$ cat src/rtl/kbtime_pkg.sv
// Scan-code constants, entry FSM state encoding and digit decoding shared by
// the keyboard time/alarm entry controller.
package kbtime_pkg;

    localparam logic [7:0] SC_0     = 8'h45;
    localparam logic [7:0] SC_1     = 8'h16;
    localparam logic [7:0] SC_2     = 8'h1E;
    localparam logic [7:0] SC_3     = 8'h26;
    localparam logic [7:0] SC_4     = 8'h25;
    localparam logic [7:0] SC_5     = 8'h2E;
    localparam logic [7:0] SC_6     = 8'h36;
    localparam logic [7:0] SC_7     = 8'h3D;
    localparam logic [7:0] SC_8     = 8'h3E;
    localparam logic [7:0] SC_9     = 8'h46;
    localparam logic [7:0] SC_T     = 8'h2C;
    localparam logic [7:0] SC_A     = 8'h1C;
    localparam logic [7:0] SC_ENTER = 8'h5A;
    localparam logic [7:0] SC_ESC   = 8'h76;
    localparam logic [7:0] SC_BKSP  = 8'h66;
    localparam logic [7:0] SC_BRK   = 8'hF0;
    localparam logic [7:0] SC_EXT   = 8'hE0;

    typedef enum logic [1:0] {
        ST_IDLE      = 2'd0,
        ST_SET_TIME  = 2'd1,
        ST_SET_ALARM = 2'd2
    } kb_state_t;

    // Returns {valid, bcd}; valid is 0 for any non-digit code.
    function automatic logic [4:0] digit_decode(input logic [7:0] code);
        case (code)
            SC_0:    digit_decode = {1'b1, 4'd0};
            SC_1:    digit_decode = {1'b1, 4'd1};
            SC_2:    digit_decode = {1'b1, 4'd2};
            SC_3:    digit_decode = {1'b1, 4'd3};
            SC_4:    digit_decode = {1'b1, 4'd4};
            SC_5:    digit_decode = {1'b1, 4'd5};
            SC_6:    digit_decode = {1'b1, 4'd6};
            SC_7:    digit_decode = {1'b1, 4'd7};
            SC_8:    digit_decode = {1'b1, 4'd8};
            SC_9:    digit_decode = {1'b1, 4'd9};
            default: digit_decode = 5'd0;
        endcase
    endfunction

endpackage

$ cat src/rtl/ps2_make_filter.sv
// PS/2 FIFO pop handshake plus break/extended prefix filtering; emits one
// key_v pulse per make code (extended codes other than Enter are dropped).
module ps2_make_filter
    import kbtime_pkg::*;
(
    input  logic       clk,
    input  logic       rst,
    input  logic [7:0] kb_data,
    input  logic       kb_ready,
    output logic       kb_nextdata_n,
    output logic       key_v,
    output logic [7:0] key_code
);

    logic [7:0] byte_q;
    logic       byte_v;
    logic       brk;
    logic       ext;

    always_ff @(posedge clk or posedge rst) begin
        if (rst) begin
            kb_nextdata_n <= 1'b1;
            byte_q        <= 8'h00;
            byte_v        <= 1'b0;
            brk           <= 1'b0;
            ext           <= 1'b0;
            key_v         <= 1'b0;
            key_code      <= 8'h00;
        end else begin
            kb_nextdata_n <= 1'b1;
            byte_v        <= 1'b0;
            key_v         <= 1'b0;
            // A pop in flight blocks the next accept, spacing accepts 2 cycles apart.
            if (kb_ready && kb_nextdata_n) begin
                byte_q        <= kb_data;
                byte_v        <= 1'b1;
                kb_nextdata_n <= 1'b0;
            end
            if (byte_v) begin
                if (byte_q == SC_BRK) begin
                    brk <= 1'b1;
                end else if (byte_q == SC_EXT) begin
                    ext <= 1'b1;
                end else begin
                    if (!brk && (!ext || byte_q == SC_ENTER)) begin
                        key_v    <= 1'b1;
                        key_code <= byte_q;
                    end
                    brk <= 1'b0;
                    ext <= 1'b0;
                end
            end
        end
    end

endmodule

$ cat src/rtl/kb_time_entry.sv
// Keyboard time/alarm entry controller: collects BCD digits, range-checks on
// Enter and strobes commits. Optional idle timeout: KB_TIME_ENTRY_TIMEOUT_EN.
//
// state        | meaning
// ST_IDLE      | no entry in progress, waiting for T or A
// ST_SET_TIME  | collecting digits for the clock core
// ST_SET_ALARM | collecting digits for alarm channel alarm_sel
module kb_time_entry
    import kbtime_pkg::*;
#(
    parameter  int NUM_DIGITS     = 6,
    parameter  int NUM_ALARMS     = 4,
    parameter  int TIMEOUT_CYCLES = 500000000,
    localparam int AW             = (NUM_ALARMS > 1) ? $clog2(NUM_ALARMS) : 1,
    localparam int BW             = 4 * NUM_DIGITS
) (
    input  logic          CLK_50,
    input  logic          rst,
    input  logic [7:0]    kb_data,
    input  logic          kb_ready,
    output logic          kb_nextdata_n,
    output logic          set_en,
    output logic          alarm_en,
    output logic [AW-1:0] alarm_sel,
    output logic [BW-1:0] entry_bcd,
    output logic [2:0]    digit_cnt,
    output logic [BW-1:0] value_bcd,
    output logic          commit_time,
    output logic          commit_alarm,
    output logic          entry_err
);

    if ((NUM_DIGITS != 4 && NUM_DIGITS != 6) || NUM_ALARMS < 1 || NUM_ALARMS > 8
        || TIMEOUT_CYCLES < 2) begin : g_param_check
        $error("kb_time_entry: illegal parameter value");
    end

    logic       key_v;
    logic [7:0] key_code;
    logic [4:0] digit;
    logic [7:0] hh, mm, ss;
    logic       entry_ok;
    logic       timeout;
    kb_state_t  state;

    ps2_make_filter u_filter (
        .clk           (CLK_50),
        .rst           (rst),
        .kb_data       (kb_data),
        .kb_ready      (kb_ready),
        .kb_nextdata_n (kb_nextdata_n),
        .key_v         (key_v),
        .key_code      (key_code)
    );

    assign digit = digit_decode(key_code);

    // Digits are always 0-9, so packed-BCD magnitude compare equals numeric compare.
    assign hh = entry_bcd[BW-1 -: 8];
    assign mm = entry_bcd[BW-9 -: 8];
    assign ss = entry_bcd[7:0];

    always_comb begin
        entry_ok = (digit_cnt == 3'(NUM_DIGITS)) && (hh <= 8'h23) && (mm <= 8'h59);
        if (NUM_DIGITS == 6) entry_ok = entry_ok && (ss <= 8'h59);
    end

`ifdef KB_TIME_ENTRY_TIMEOUT_EN
    logic [28:0] idle_cnt;

    assign timeout = (idle_cnt == 29'(TIMEOUT_CYCLES - 1));

    always_ff @(posedge CLK_50 or posedge rst) begin
        if (rst) begin
            idle_cnt <= '0;
        end else if (state == ST_IDLE || key_v) begin
            idle_cnt <= '0;
        end else if (!timeout) begin
            idle_cnt <= idle_cnt + 29'd1;
        end
    end
`else
    assign timeout = 1'b0;
`endif

    always_ff @(posedge CLK_50 or posedge rst) begin
        if (rst) begin
            state        <= ST_IDLE;
            set_en       <= 1'b0;
            alarm_en     <= 1'b0;
            alarm_sel    <= '0;
            entry_bcd    <= '0;
            digit_cnt    <= 3'd0;
            value_bcd    <= '0;
            commit_time  <= 1'b0;
            commit_alarm <= 1'b0;
            entry_err    <= 1'b0;
        end else begin
            commit_time  <= 1'b0;
            commit_alarm <= 1'b0;
            entry_err    <= 1'b0;
            if (timeout && state != ST_IDLE) begin
                state     <= ST_IDLE;
                set_en    <= 1'b0;
                alarm_en  <= 1'b0;
                entry_bcd <= '0;
                digit_cnt <= 3'd0;
            end else if (key_v) begin
                if (state == ST_IDLE) begin
                    if (key_code == SC_T) begin
                        state     <= ST_SET_TIME;
                        set_en    <= 1'b1;
                        alarm_sel <= '0;
                        entry_bcd <= '0;
                        digit_cnt <= 3'd0;
                    end else if (key_code == SC_A) begin
                        state     <= ST_SET_ALARM;
                        alarm_en  <= 1'b1;
                        alarm_sel <= '0;
                        entry_bcd <= '0;
                        digit_cnt <= 3'd0;
                    end
                end else if (digit[4]) begin
                    entry_bcd <= {entry_bcd[BW-5:0], digit[3:0]};
                    if (digit_cnt != 3'(NUM_DIGITS)) digit_cnt <= digit_cnt + 3'd1;
                end else begin
                    case (key_code)
                        SC_BKSP: begin
                            if (digit_cnt != 3'd0) begin
                                entry_bcd <= {4'h0, entry_bcd[BW-1:4]};
                                digit_cnt <= digit_cnt - 3'd1;
                            end
                        end
                        SC_A: begin
                            if (state == ST_SET_ALARM) begin
                                if (alarm_sel == AW'(NUM_ALARMS - 1)) alarm_sel <= '0;
                                else alarm_sel <= alarm_sel + 1'b1;
                            end else begin
                                state     <= ST_SET_ALARM;
                                set_en    <= 1'b0;
                                alarm_en  <= 1'b1;
                                alarm_sel <= '0;
                                entry_bcd <= '0;
                                digit_cnt <= 3'd0;
                            end
                        end
                        SC_T: begin
                            if (state == ST_SET_ALARM) begin
                                state     <= ST_SET_TIME;
                                set_en    <= 1'b1;
                                alarm_en  <= 1'b0;
                                alarm_sel <= '0;
                                entry_bcd <= '0;
                                digit_cnt <= 3'd0;
                            end
                        end
                        SC_ENTER: begin
                            if (entry_ok) begin
                                value_bcd    <= entry_bcd;
                                commit_time  <= (state == ST_SET_TIME);
                                commit_alarm <= (state == ST_SET_ALARM);
                                state        <= ST_IDLE;
                                set_en       <= 1'b0;
                                alarm_en     <= 1'b0;
                            end else begin
                                entry_err <= 1'b1;
                            end
                        end
                        SC_ESC: begin
                            state     <= ST_IDLE;
                            set_en    <= 1'b0;
                            alarm_en  <= 1'b0;
                            entry_bcd <= '0;
                            digit_cnt <= 3'd0;
                        end
                        default: ;
                    endcase
                end
            end
        end
    end

endmodule

$ cat config.mk
export PLATFORM = sky130hd
export DESIGN_NAME = kb_time_entry
export DESIGN_NICKNAME = d
export VERILOG_FILES = /design/src/rtl/kbtime_pkg.sv /design/src/rtl/ps2_make_filter.sv /design/src/rtl/kb_time_entry.sv
export SDC_FILE = /design/constraint.sdc
export NUM_CORES = 1
export LEC_CHECK = 0
export ABC_AREA = 0
export ABC_CLOCK_PERIOD_IN_PS = 2850
export BUFFER_PORTS_ARGS = -buffer_cell sky130_fd_sc_hd__clkbuf_2
export CORE_MARGIN = 2
export CORE_UTILIZATION = 46
export DETAILED_ROUTE_END_ITERATION = 12
export GPL_TIMING_DRIVEN = 0
export PLACE_DENSITY = 0.71
export SETUP_SLACK_MARGIN = 0.02
export SYNTH_ARGS = -nofsm -noshare
export SYNTH_HDL_FRONTEND = slang
export SYNTH_SLANG_ARGS = --single-unit
$ cat constraint.sdc
create_clock -name CLK_50 -period 2.85 [get_ports CLK_50]
set_input_delay 0.1425 -clock CLK_50 [delete_from_list [all_inputs] [get_ports CLK_50]]
set_output_delay 0.1425 -clock CLK_50 [all_outputs]
set_load 0.05 [all_outputs]
# After elaboration in Yosys (flattened, before gate mapping)
# Index checks and enable logic that the tools add are counted.
[op_classes] addsub=3 bitwise_logic=4 eq_ne=37 n_lt_le_gt_ge=3 mux=72 n_reduce_logical=23
[op_table] op="$mux W24" n=7
[op_table] op="$pmux W24 S4" n=1
[op_table] op="$eq A8 B6 Y1 const B" n=7
[op_table] op="$pmux W5 S10" n=1
[op_table] op="$eq A8 B7 Y1 const B" n=6
[op_table] op="$mux W1" n=36
[op_table] op="$mux W2" n=14
[op_table] op="$eq A8 B5 Y1 const B" n=3
[op_table] op="$mux W3" n=8
[op_table] op="$reduce_and A7 Y1" n=3
[op_table] op="$eq A8 B8 Y1 const B" n=2
[op_table] op="$le A8 B7 Y1 const B" n=2
[op_table] op="$pmux W3 S4" n=1
[op_table] op="$ne A2 B1 Y1 const B" n=5
[op_table] op="$ne A3 B3 Y1 const B" n=3
[op_table] op="$le A8 B6 Y1 const B" n=1
[op_table] op="$ne A4 B4 Y1 const B" n=2
[op_table] op="$pmux W1 S4" n=2
[op_table] op="$pmux W2 S4" n=1
[op_table] op="$reduce_and A4 Y1" n=2
[op_table] op="$reduce_and A8 Y1" n=1
[op_table] op="$ne A3 B1 Y1 const B" n=2
[op_table] op="$reduce_and A6 Y1" n=1
[op_table] op="$logic_and A1 B1 Y1" n=5
[op_table] op="20 further kinds" n=26
[word_totals] word_cells=159 regBits=81 out_inout_bits=59 in_bits=11

# Longest topological paths before layout
# Gate-level depths: netlist (run 1).
[depth] depth_word=9 depth_mapped=11 mapped_depth_nobuf=9

# Hierarchy
# From an unflattened synthesis (run 1), not the netlist that was laid out.
[unflattened] cells_unflattened=371 area_unflattened_um2=4020.1
[by_module_without_submodules] module="kb_time_entry" area_per_inst_um2=3191.8 n_inst=1 cells_per_inst=316 seq_area_each_um2=1501.4
[by_module_without_submodules] module="ps2_make_filter" area_per_inst_um2=828.3 n_inst=1 cells_per_inst=55 seq_area_each_um2=526.8

# Least setup slack after synthesis (run 1)
# No wires, ideal clock.
[synth_timing] kind="register to register" start="register digit_cnt[0]" end="register value_bcd[0]" path_slack_ns=0.202 setup_ns=0.125 synth_period_minus_slack_ns=2.648 arrival_ns=2.523 stages_incl_launch_ff=9 n_path_buf=1 required_ns=2.725 cell_sequence="dfrtp_1 inv_1 ha_1 and2_1 and3_1 and3_1 nand4_1 clkbuf_1 mux2_2"
[synth_between] elab_chain_len=5
[synth_rtl] element="start: declaration" line="kb_time_entry.sv:26" rtl="output logic [2:0] digit_cnt,"
[synth_rtl] element="start signal: assignment" line="kb_time_entry.sv:125" rtl="if (digit_cnt != 3'(NUM_DIGITS)) digit_cnt <= digit_cnt + 3'd1;"
[synth_rtl] element="start signal: assignment" line="kb_time_entry.sv:131" rtl="digit_cnt <= digit_cnt - 3'd1;"
[synth_rtl] element="$eq A3 B3 Y1" line="kb_time_entry.sv:64" rtl="entry_ok = (digit_cnt == 3'(NUM_DIGITS)) && (hh <= 8'h23) && (mm <= 8'h59);"
[synth_rtl] element="$logic_and A1 B1 Y1 (2 in a row)" line="kb_time_entry.sv:64"
[synth_rtl] element="$logic_and A1 B1 Y1" line="kb_time_entry.sv:65" rtl="if (NUM_DIGITS == 6) entry_ok = entry_ok && (ss <= 8'h59);"
[synth_rtl] element="$reduce_and A5 Y1 (no line)"
[synth_rtl] element="end signal: assignment" line="kb_time_entry.sv:159" rtl="value_bcd <= entry_bcd;"
[synth_rtl] element="end: declaration" line="kb_time_entry.sv:27" rtl="output logic [BW-1:0] value_bcd,"
# No other way between the ends.
# A chain may end at the register's enable or synchronous reset.

# Worst setup path after layout (run 1)
[layout_timing] start="register state[1]" end="register entry_bcd[6]"
[layout_between] elab_chain_len=3 elab_cells_between_ends=8 classes_between="5 x eq/ne; 1 x mux; 2 x reduce/logical"
[layout_rtl] element="start: declaration" line="kb_time_entry.sv:44" rtl="kb_state_t state;"
[layout_rtl] element="start signal: assignment" line="kb_time_entry.sv:88" rtl="state <= ST_IDLE;"
[layout_rtl] element="start signal: assignment" line="kb_time_entry.sv:103" rtl="state <= ST_IDLE;"
[layout_rtl] element="start signal: assignment" line="kb_time_entry.sv:111" rtl="state <= ST_SET_TIME;"
[layout_rtl] element="$eq A2 B2 Y1 or $logic_not A2 Y1 (tied branches)" line="kb_time_entry.sv:135, kb_time_entry.sv:148, kb_time_entry.sv:109"
[layout_rtl] element="$ne A4 B4 Y1 (no line) (tied with other cells)"
[layout_rtl] element="$reduce_and A6 Y1 (no line)"
[layout_rtl] element="end signal: assignment" line="kb_time_entry.sv:124" rtl="entry_bcd <= {entry_bcd[BW-5:0], digit[3:0]};"
[layout_rtl] element="end signal: assignment" line="kb_time_entry.sv:130" rtl="entry_bcd <= {4'h0, entry_bcd[BW-1:4]};"
[layout_rtl] element="end: declaration" line="kb_time_entry.sv:25" rtl="output logic [BW-1:0] entry_bcd,"
# Parallel ways exist; a longest one is shown, timed or not.

==> flow_metrics.env, run 1 <==
export IMPL_final_setup_viol_count=0
export IMPL_clock_latency_ns=0.35
export IMPL_r2r_setup_slack_ns=0.26
export IMPL_vias_per_cell=5.49
export IMPL_syn_instance_count=383
export IMPL_start_util=0.478
export IMPL_firstDrtPassIters=4
export IMPL_ir_drop_mv=0.339
export IMPL_clock_path_buffers=2
export IMPL_hpwl_mm=6.25
export IMPL_start_kind="flop"
export IMPL_power_switching_mw=1.27
export IMPL_final_util=0.574
export IMPL_p_per_area_nw_per_um2=746
export IMPL_drcViolationCount=0
export IMPL_dieArea_um2=9340
export IMPL_grt_pass1_vias=3073
export IMPL_synth_ff_type="dfrtp_1"
export IMPL_worst_pin_slew_ns=0.861
export IMPL_synth_edf_count=0
export IMPL_p_comb_frac=0.275
export IMPL_htree_levels=3
export IMPL_grt_ovfl_total=0
export IMPL_wl_per_cell_um=15.5
export IMPL_drtIter0Drc=211
export IMPL_slew_headroom=0.424
export IMPL_grt_max_degree=52
export IMPL_power_mw=3.54
export IMPL_yosys_top_cells_area="dfrtp_1 51%, mux2_2 6.8%, nand2_1 4.0%, a22oi_1 3.6%, a21oi_1 3.5%"
export IMPL_p_clk_frac=0.312
export IMPL_hold_class="input port to flop"
export IMPL_synth_area_leader_cell="dfrtp_1"
export IMPL_r2r_start="state[1]$_DFFE_PP0P_"
export IMPL_syn_avg_cell_area_um2=10.3
export IMPL_finalHoldViolCount=0
export IMPL_ctsRootBufferMaster="clkbuf_8"
export IMPL_p_seq_frac=0.413
export IMPL_synthArstFlopShare=1.00
export IMPL_drive_gt1_frac=0.289
export IMPL_dr_total_vias=3164
export IMPL_crit_required_ns=3.06
export IMPL_r2r_end="entry_bcd[6]$_DFFE_PP0P_"
export IMPL_synth_seq_area_share=0.514
export IMPL_drtAntennaViolNets=0
export IMPL_diodes=0
export IMPL_rows=33
export IMPL_syn_nets=399
export IMPL_p_sw_frac=0.358
export IMPL_slew_viol_final=0
export IMPL_fmax_ghz=0.387
export IMPL_die_w_um=96.6
export IMPL_critPathKind="flop to flop"
export IMPL_globalRouteTotalUtil=0.192
export IMPL_core_area_um2=8260
export IMPL_ys_seq_elements=81
export IMPL_cap_violations=0
export IMPL_power_leakage_nw=2.36
export IMPL_grt_pass1_wl_mm=15.0
export IMPL_antenna_found_initial=0
export IMPL_portBuffers=69
export IMPL_cts_made_buffers=9
export IMPL_routed_wl_mm=8.92
export IMPL_internal_power_mw=2.27
export IMPL_synth_top_area_share=0.507
export IMPL_synth_cell_type_count=60
export IMPL_reg2reg_depth=8
export IMPL_cp_end_kind="flop"
export IMPL_nets=483
export IMPL_cts_sinks=81
export IMPL_rsz0062_at_grt="false"
export IMPL_period_needed_ns=2.59
export IMPL_status="completed"
export IMPL_path_clk_slew_ns=0.09
export IMPL_fin_crit_sh=0.907
export IMPL_fin_ws_ns=0.264
export IMPL_die_h_um=96.6
export IMPL_cp_arrival_ns=2.79
export IMPL_synth_warnings=0
export IMPL_crit_fanout=10
export IMPL_worstHoldStart="kb_data[6]"
export IMPL_whs_endpoint="u_filter.byte_q[6]$_DFFE_PP0P_"
export IMPL_skew_ns=0.0101
export IMPL_area_growth_pct=20.1
export IMPL_io_pins=70
export IMPL_tritoncts="built"
export IMPL_pre_cts_slack_ns=0.0679
export IMPL_netlist_area_um2=3950
export IMPL_gp_congestion=0.792
export IMPL_worstHoldPathCells=2
## power by group through the flow
stage	clock network [mW]	logic, mW	registers, mW
final	1.10	0.972	1.46
after detailed placement	0	0.964	1.48
after floorplan	0	0.528	1.67
after CTS	1.12	0.970	1.46
after global placement	0	0.937	1.48
after global routing	1.17	1.05	1.49
## sequential cells by signal, summed over array words and instances (netlist names)
signal	count
u_filter.byte_q	8
value_bcd	24
u_filter.key_v	1
entry_err	1
state	2
u_filter.byte_v	1
u_filter.key_code	8
set_en	1
commit_time	1
alarm_en	1
digit_cnt	3
u_filter.ext	1
commit_alarm	1
u_filter.brk	1
alarm_sel	2
entry_bcd	24
u_filter.kb_nextdata_n	1
## timing repair
| item | CTS | global route |
|---|---|---|
| endpoints found under the hold margin | 30 | 0 |
| setup buffers | 0 | 2 |
| hold buffers | 1 | 0 |
| endpoints found under the setup margin | 0 | 10 |
| resized for setup | 0 | 2 |
## synthesized netlist by cell type, types with 2 or more instances
| library cell | n |
|---|---|
| o31ai_1 | 2 |
| nor3_1 | 2 |
| nand3_1 | 8 |
| mux2_2 | 24 |
| mux2i_1 | 3 |
| nor2_1 | 37 |
| nand4b_1 | 2 |
| a211oi_1 | 2 |
| buf_2 | 7 |
| buf_6 | 4 |
| clkbuf_1 | 10 |
| mux2_4 | 2 |
| nor2b_1 | 7 |
| o211a_1 | 2 |
| and2b_1 | 3 |
| nand2b_1 | 5 |
| o21a_1 | 2 |
| a22oi_1 | 19 |
| a21oi_1 | 28 |
| dfrtp_1 | 80 |
| o21ai_0 | 13 |
| o21ai_1 | 6 |
| nor4_1 | 3 |
| and3_1 | 5 |
| and2_1 | 6 |
| ha_1 | 5 |
| or3_1 | 3 |
| nand3b_1 | 2 |
| xnor2_1 | 2 |
| o22ai_1 | 2 |
| nand4_1 | 5 |
| nand2_1 | 42 |
| nor3b_1 | 2 |
| inv_1 | 12 |
## worst max path at each step
stage | from | endpoint | slack [ns] | cells past startpoint
6_report | state[1]$_DFFE_PP0P_ | entry_bcd[6]$_DFFE_PP0P_ | 0.26 | 8
3_3_place_gp | rst | commit_alarm$_DFF_PP0_ | -0.24 | 2
3_5_place_dp | digit_cnt[0]$_DFFE_PP0P_ | value_bcd[6]$_DFFE_PP0P_ | 0.07 | 8
5_1_grt | state[1]$_DFFE_PP0P_ | entry_bcd[6]$_DFFE_PP0P_ | 0.03 | 8
2_1_floorplan | digit_cnt[0]$_DFFE_PP0P_ | value_bcd[0]$_DFFE_PP0P_ | 0.20 | 8
4_1_cts | digit_cnt[0]$_DFFE_PP0P_ | value_bcd[6]$_DFFE_PP0P_ | 0.06 | 8
## logic make-up after synthesis
kind of cell	after synthesis	synth area share
DFF	81	0.514
buffers and inverters	35	0.0441
and+or+nand+nor	142	0.186
adders and majority gates	5	0.0158
xor gates and xnor gates	3	0.00666
AOI/OAI and AO/OA	88	0.150
muxes	29	0.0837
## layout by cell type (no fill, tap or decap), types with 5 or more instances in the layout
| cell | count |
|---|---|
| o21ai_1 | 6 |
| buf_2 | 7 |
| nand4_1 | 5 |
| mux2_2 | 24 |
| nand2b_1 | 5 |
| nand2_1 | 42 |
| dfrtp_1 | 80 |
| o21ai_0 | 13 |
| clkbuf_8 | 9 |
| nor2_1 | 37 |
| ha_1 | 5 |
| inv_1 | 11 |
| nand3_1 | 8 |
| and2_1 | 6 |
| clkbuf_1 | 9 |
| and3_1 | 5 |
| a22oi_1 | 19 |
| nor2b_1 | 7 |
| a21oi_1 | 28 |
| clkbuf_2 | 70 |
## final cells by class
type | count | area (um2)
Inverter | 13 | 51.3
Tap cell | 105 | 131
Clock buffer | 9 | 124
Sequential cell | 81 | 2030
Timing Repair Buffer | 73 | 398
Clock inverter | 6 | 138
Fill cell | 738 | 3520
Multi-Input combinational cell | 267 | 1750
Buffer | 22 | 126
## routing by layer
| metal | up-vias | track usage | routed length [um] |
|---|---|---|---|
| met2 | 89 | 0.304 | 4130 |
| li1 | 1530 | - | - |
| met3 | 8 | 0.0376 | 422 |
| met4 | 0 | 0.0683 | 105 |
| met1 | 1537 | 0.266 | 4260 |
| met5 | - | 0 | 0 |
## worst max-delay path: stages, from the launching register on
cell and delay, ns:
dfrtp_1 0.36, clkbuf_1 0.19, nor2_1 0.70, nor4b_1 0.10
o21ai_0 0.19, o2111a_1 0.18, buf_2 0.17, clkbuf_1 0.40
a21oi_1 0.15
## through the flow
step / cells / TNS (ns) / hold slack, ns / cell area [um2]
2_1_floorplan: 383 / 0 / 0.259 / 3950
3_3_place_gp: 557 / -18.77 / 0.349 / 4420
3_5_place_dp: 558 / 0 / 0.161 / 4450
4_1_cts: 574 / 0 / 0.0146 / 4730
5_1_grt: 576 / 0 / 0.0167 / 4740
6_report: 576 / 0 / 0.0204 / 4740
Note: power is estimated with default switching activity, not from simulation.
==> inputs of run 2 (changes only) <==
--- a/config.mk
+++ b/config.mk
@@ -16,4 +16,5 @@
 export SETUP_SLACK_MARGIN = 0.02
 export SYNTH_ARGS = -nofsm -noshare
 export SYNTH_HDL_FRONTEND = slang
+export SYNTH_HIERARCHICAL = 1
 export SYNTH_SLANG_ARGS = --single-unit
==> run 2 against run 1 <==
Clock-buffer cell count is the same; via count grew 1.9%; clock skew grew 0.0097 ns; critical path type unchanged.
==> flow_metrics.env, run 2 <==
export IMPL_dieArea_um2=9500
export IMPL_period_needed_ns=2.61
export IMPL_final_setup_viol_count=0
export IMPL_gp_congestion=0.856
export IMPL_drive_gt1_frac=0.321
export IMPL_critPathKind="flop to flop"
export IMPL_die_h_um=97.5
export IMPL_synth_seq_area_share=0.505
export IMPL_synth_area_leader_cell="dfrtp_1"
export IMPL_syn_avg_cell_area_um2=10.8
export IMPL_tns_ns=0
export IMPL_wl_per_cell_um=16.0
export IMPL_ctsRootBufferMaster="clkbuf_8"
export IMPL_rsz0062_at_grt="false"
export IMPL_regArea_um2=2030
export IMPL_die_w_um=97.5
export IMPL_grt_pass1_wl_mm=15.7
export IMPL_htree_levels=3
export IMPL_post_cts_buffers=0
export IMPL_status="completed"
export IMPL_globalRouteTotalUtil=0.202
export IMPL_clock_path_buffers=2
export IMPL_worst_pin_slew_ns=0.769
export IMPL_diodes=0
export IMPL_netlist_area_um2=4020
export IMPL_final_cell_mix="80 x dfrtp_1, 69 x clkbuf_2, 37 x nand2_1, 37 x mux2_2, 23 x o21ai_1"
export IMPL_dpl_cell_area_um2=4520
export IMPL_synthArstFlopShare=1.00
export IMPL_slew_viol_final=0
export IMPL_crit_required_ns=3.06
export IMPL_cts_made_buffers=9
export IMPL_hold_class="input port to flop"
export IMPL_hpwl_mm=6.55
export IMPL_reg_top3="entry_bcd x24, value_bcd x24"
export IMPL_skew_ns=0.0198
export IMPL_synth_most_common_cell="dfrtp_1"
export IMPL_portBuffers=69
export IMPL_final_util=0.558
export IMPL_nets=475
export IMPL_clock_latency_ns=0.37
export IMPL_nFillCells=767
export IMPL_area_growth_pct=19.3
export IMPL_synth_cell_type_count=65
export IMPL_cts_hold_buf=7
export IMPL_yosys_top_cells_area="dfrtp_1 50%, mux2_2 10%, nand2_1 3.5%, a22oi_1 3.4%, o21ai_1 2.9%"
export IMPL_path_clk_slew_ns=0.09
export IMPL_final_common_cell="dfrtp_1"
export IMPL_grt_pass1_vias=3157
export IMPL_grt_ovfl_total=0
export IMPL_slew_headroom=0.487
export IMPL_core_area_um2=8590
export IMPL_synth_edf_count=0
export IMPL_synth_top_area_share=0.498
export IMPL_drtIter0Drc=171
export IMPL_start_util=0.468
export IMPL_drcViolationCount=0
export IMPL_yosys_top_cells_count="80 x dfrtp_1, 37 x mux2_2, 37 x nand2_1, 23 x o21ai_1"
export IMPL_tritoncts="built"
export IMPL_drtAntennaViolNets=0
export IMPL_vias_per_cell=5.64
export IMPL_firstDrtPassIters=4
export IMPL_power_leakage_nw=2.26
export IMPL_cp_arrival_ns=2.82
export IMPL_start_kind="flop"
export IMPL_cts_resized=0
export IMPL_syn_instance_count=371
export IMPL_p_per_area_nw_per_um2=605
export IMPL_finalHoldViolCount=0
export IMPL_rows=34
export IMPL_synth_ff_type="dfrtp_1"
export IMPL_multi_input_area_um2=1820
export IMPL_crit_fanout=10
export IMPL_routed_wl_mm=9.14
export IMPL_cap_violations=0
export IMPL_worstHoldPathCells=2
export IMPL_reg2reg_depth=8
export IMPL_antenna_found_initial=0
export IMPL_ir_drop_mv=0.304
export IMPL_grt_max_degree=33
export IMPL_cts_sinks=81
export IMPL_synth_warnings=6
export IMPL_dr_total_vias=3224
export IMPL_fmax_ghz=0.383
export IMPL_io_pins=70
export IMPL_fin_area_um2=4800
export IMPL_fin_crit_sh=0.915
export IMPL_syn_nets=387
export IMPL_cp_end_kind="flop"
export IMPL_ys_seq_elements=81
==> run 2: worst max-delay path, stage by stage, from the launching register on <==
cell and delay [ns]:
dfrtp_1 0.35, buf_2 0.20, clkbuf_1 0.41, o21ai_0 0.17, a2111oi_1 0.63, o21bai_2 0.20
clkbuf_1 0.30, nand2_1 0.12, o21ai_0 0.09
==> run 2: cell type report <==
cell class              count  area share
flip-flops and latches     81       0.423
multi-input cells         253       0.379
repair buffers             77      0.0908
well taps                 108      0.0282
clock buffers               9      0.0258
plain buffers              23      0.0256
clock inverters             7      0.0170
inverters                  14      0.0110
==> run 2: final timing paths <==
check / to / slack [ns] / from
worst max-delay path: entry_bcd[2]$_DFFE_PP0P_ / 0.24 / u_filter/key_code[5]$_DFFE_PP0P_
worst min-delay path: u_filter/byte_q[0]$_DFFE_PP0P_ / 0.02 / kb_data[0]
worst max register to register: entry_bcd[2]$_DFFE_PP0P_ / 0.24 / u_filter/key_code[5]$_DFFE_PP0P_
worst min register to register: value_bcd[15]$_DFFE_PP0P_ / 0.49 / value_bcd[15]$_DFFE_PP0P_
max in group asynchronous: entry_err$_DFF_PP0_ / 1.83 / rst
min in group asynchronous: value_bcd[20]$_DFFE_PP0P_ / 0.42 / rst
==> run 2: kinds of logic (layout without fill, tap and decap cells) <==
family | count (synthesis) | after routing | synth area share
and+or+nand+nor | 108 | 108 | 0.148
adders and majority gates | 5 | 5 | 0.0156
buffers and inverters | 37 | 130 | 0.0436
xor gates and xnor gates | 3 | 3 | 0.00654
AOI/OAI and AO/OA | 98 | 98 | 0.173
DFF | 81 | 81 | 0.505
muxes | 39 | 39 | 0.109
==> run 2: per-layer routing <==
metal  routed length, um  up-vias  track usage
met5                   0        -            0
met4                 144        0       0.0812
met3                 476        9       0.0396
met2                4320      100        0.314
met1                4190     1586        0.281
li1                    -     1529            -
==> run 2: power breakdown <==
group | total (mW) | internal [mW] | switching, mW
Clock | 0.879 | 0.420 | 0.459
Sequential | 1.31 | 1.23 | 0.0773
Combinational | 0.718 | 0.284 | 0.433
Total | 2.90 | 1.93 | 0.970
==> run 2: stage by stage <==
step / worst slack (ns) / hold slack (ns) / power, mW / std cells
6_report: 0.241 / 0.0202 / 2.90 / 572
5_1_grt: 0.0709 / 0.00420 / 3.06 / 572
4_1_cts: 0.210 / 0.00162 / 2.92 / 572
3_5_place_dp: 0.246 / 0.262 / 2.03 / 549
3_3_place_gp: 0.272 / 0.303 / 2.01 / 548
2_1_floorplan: 0.389 / 0.118 / 1.86 / 371
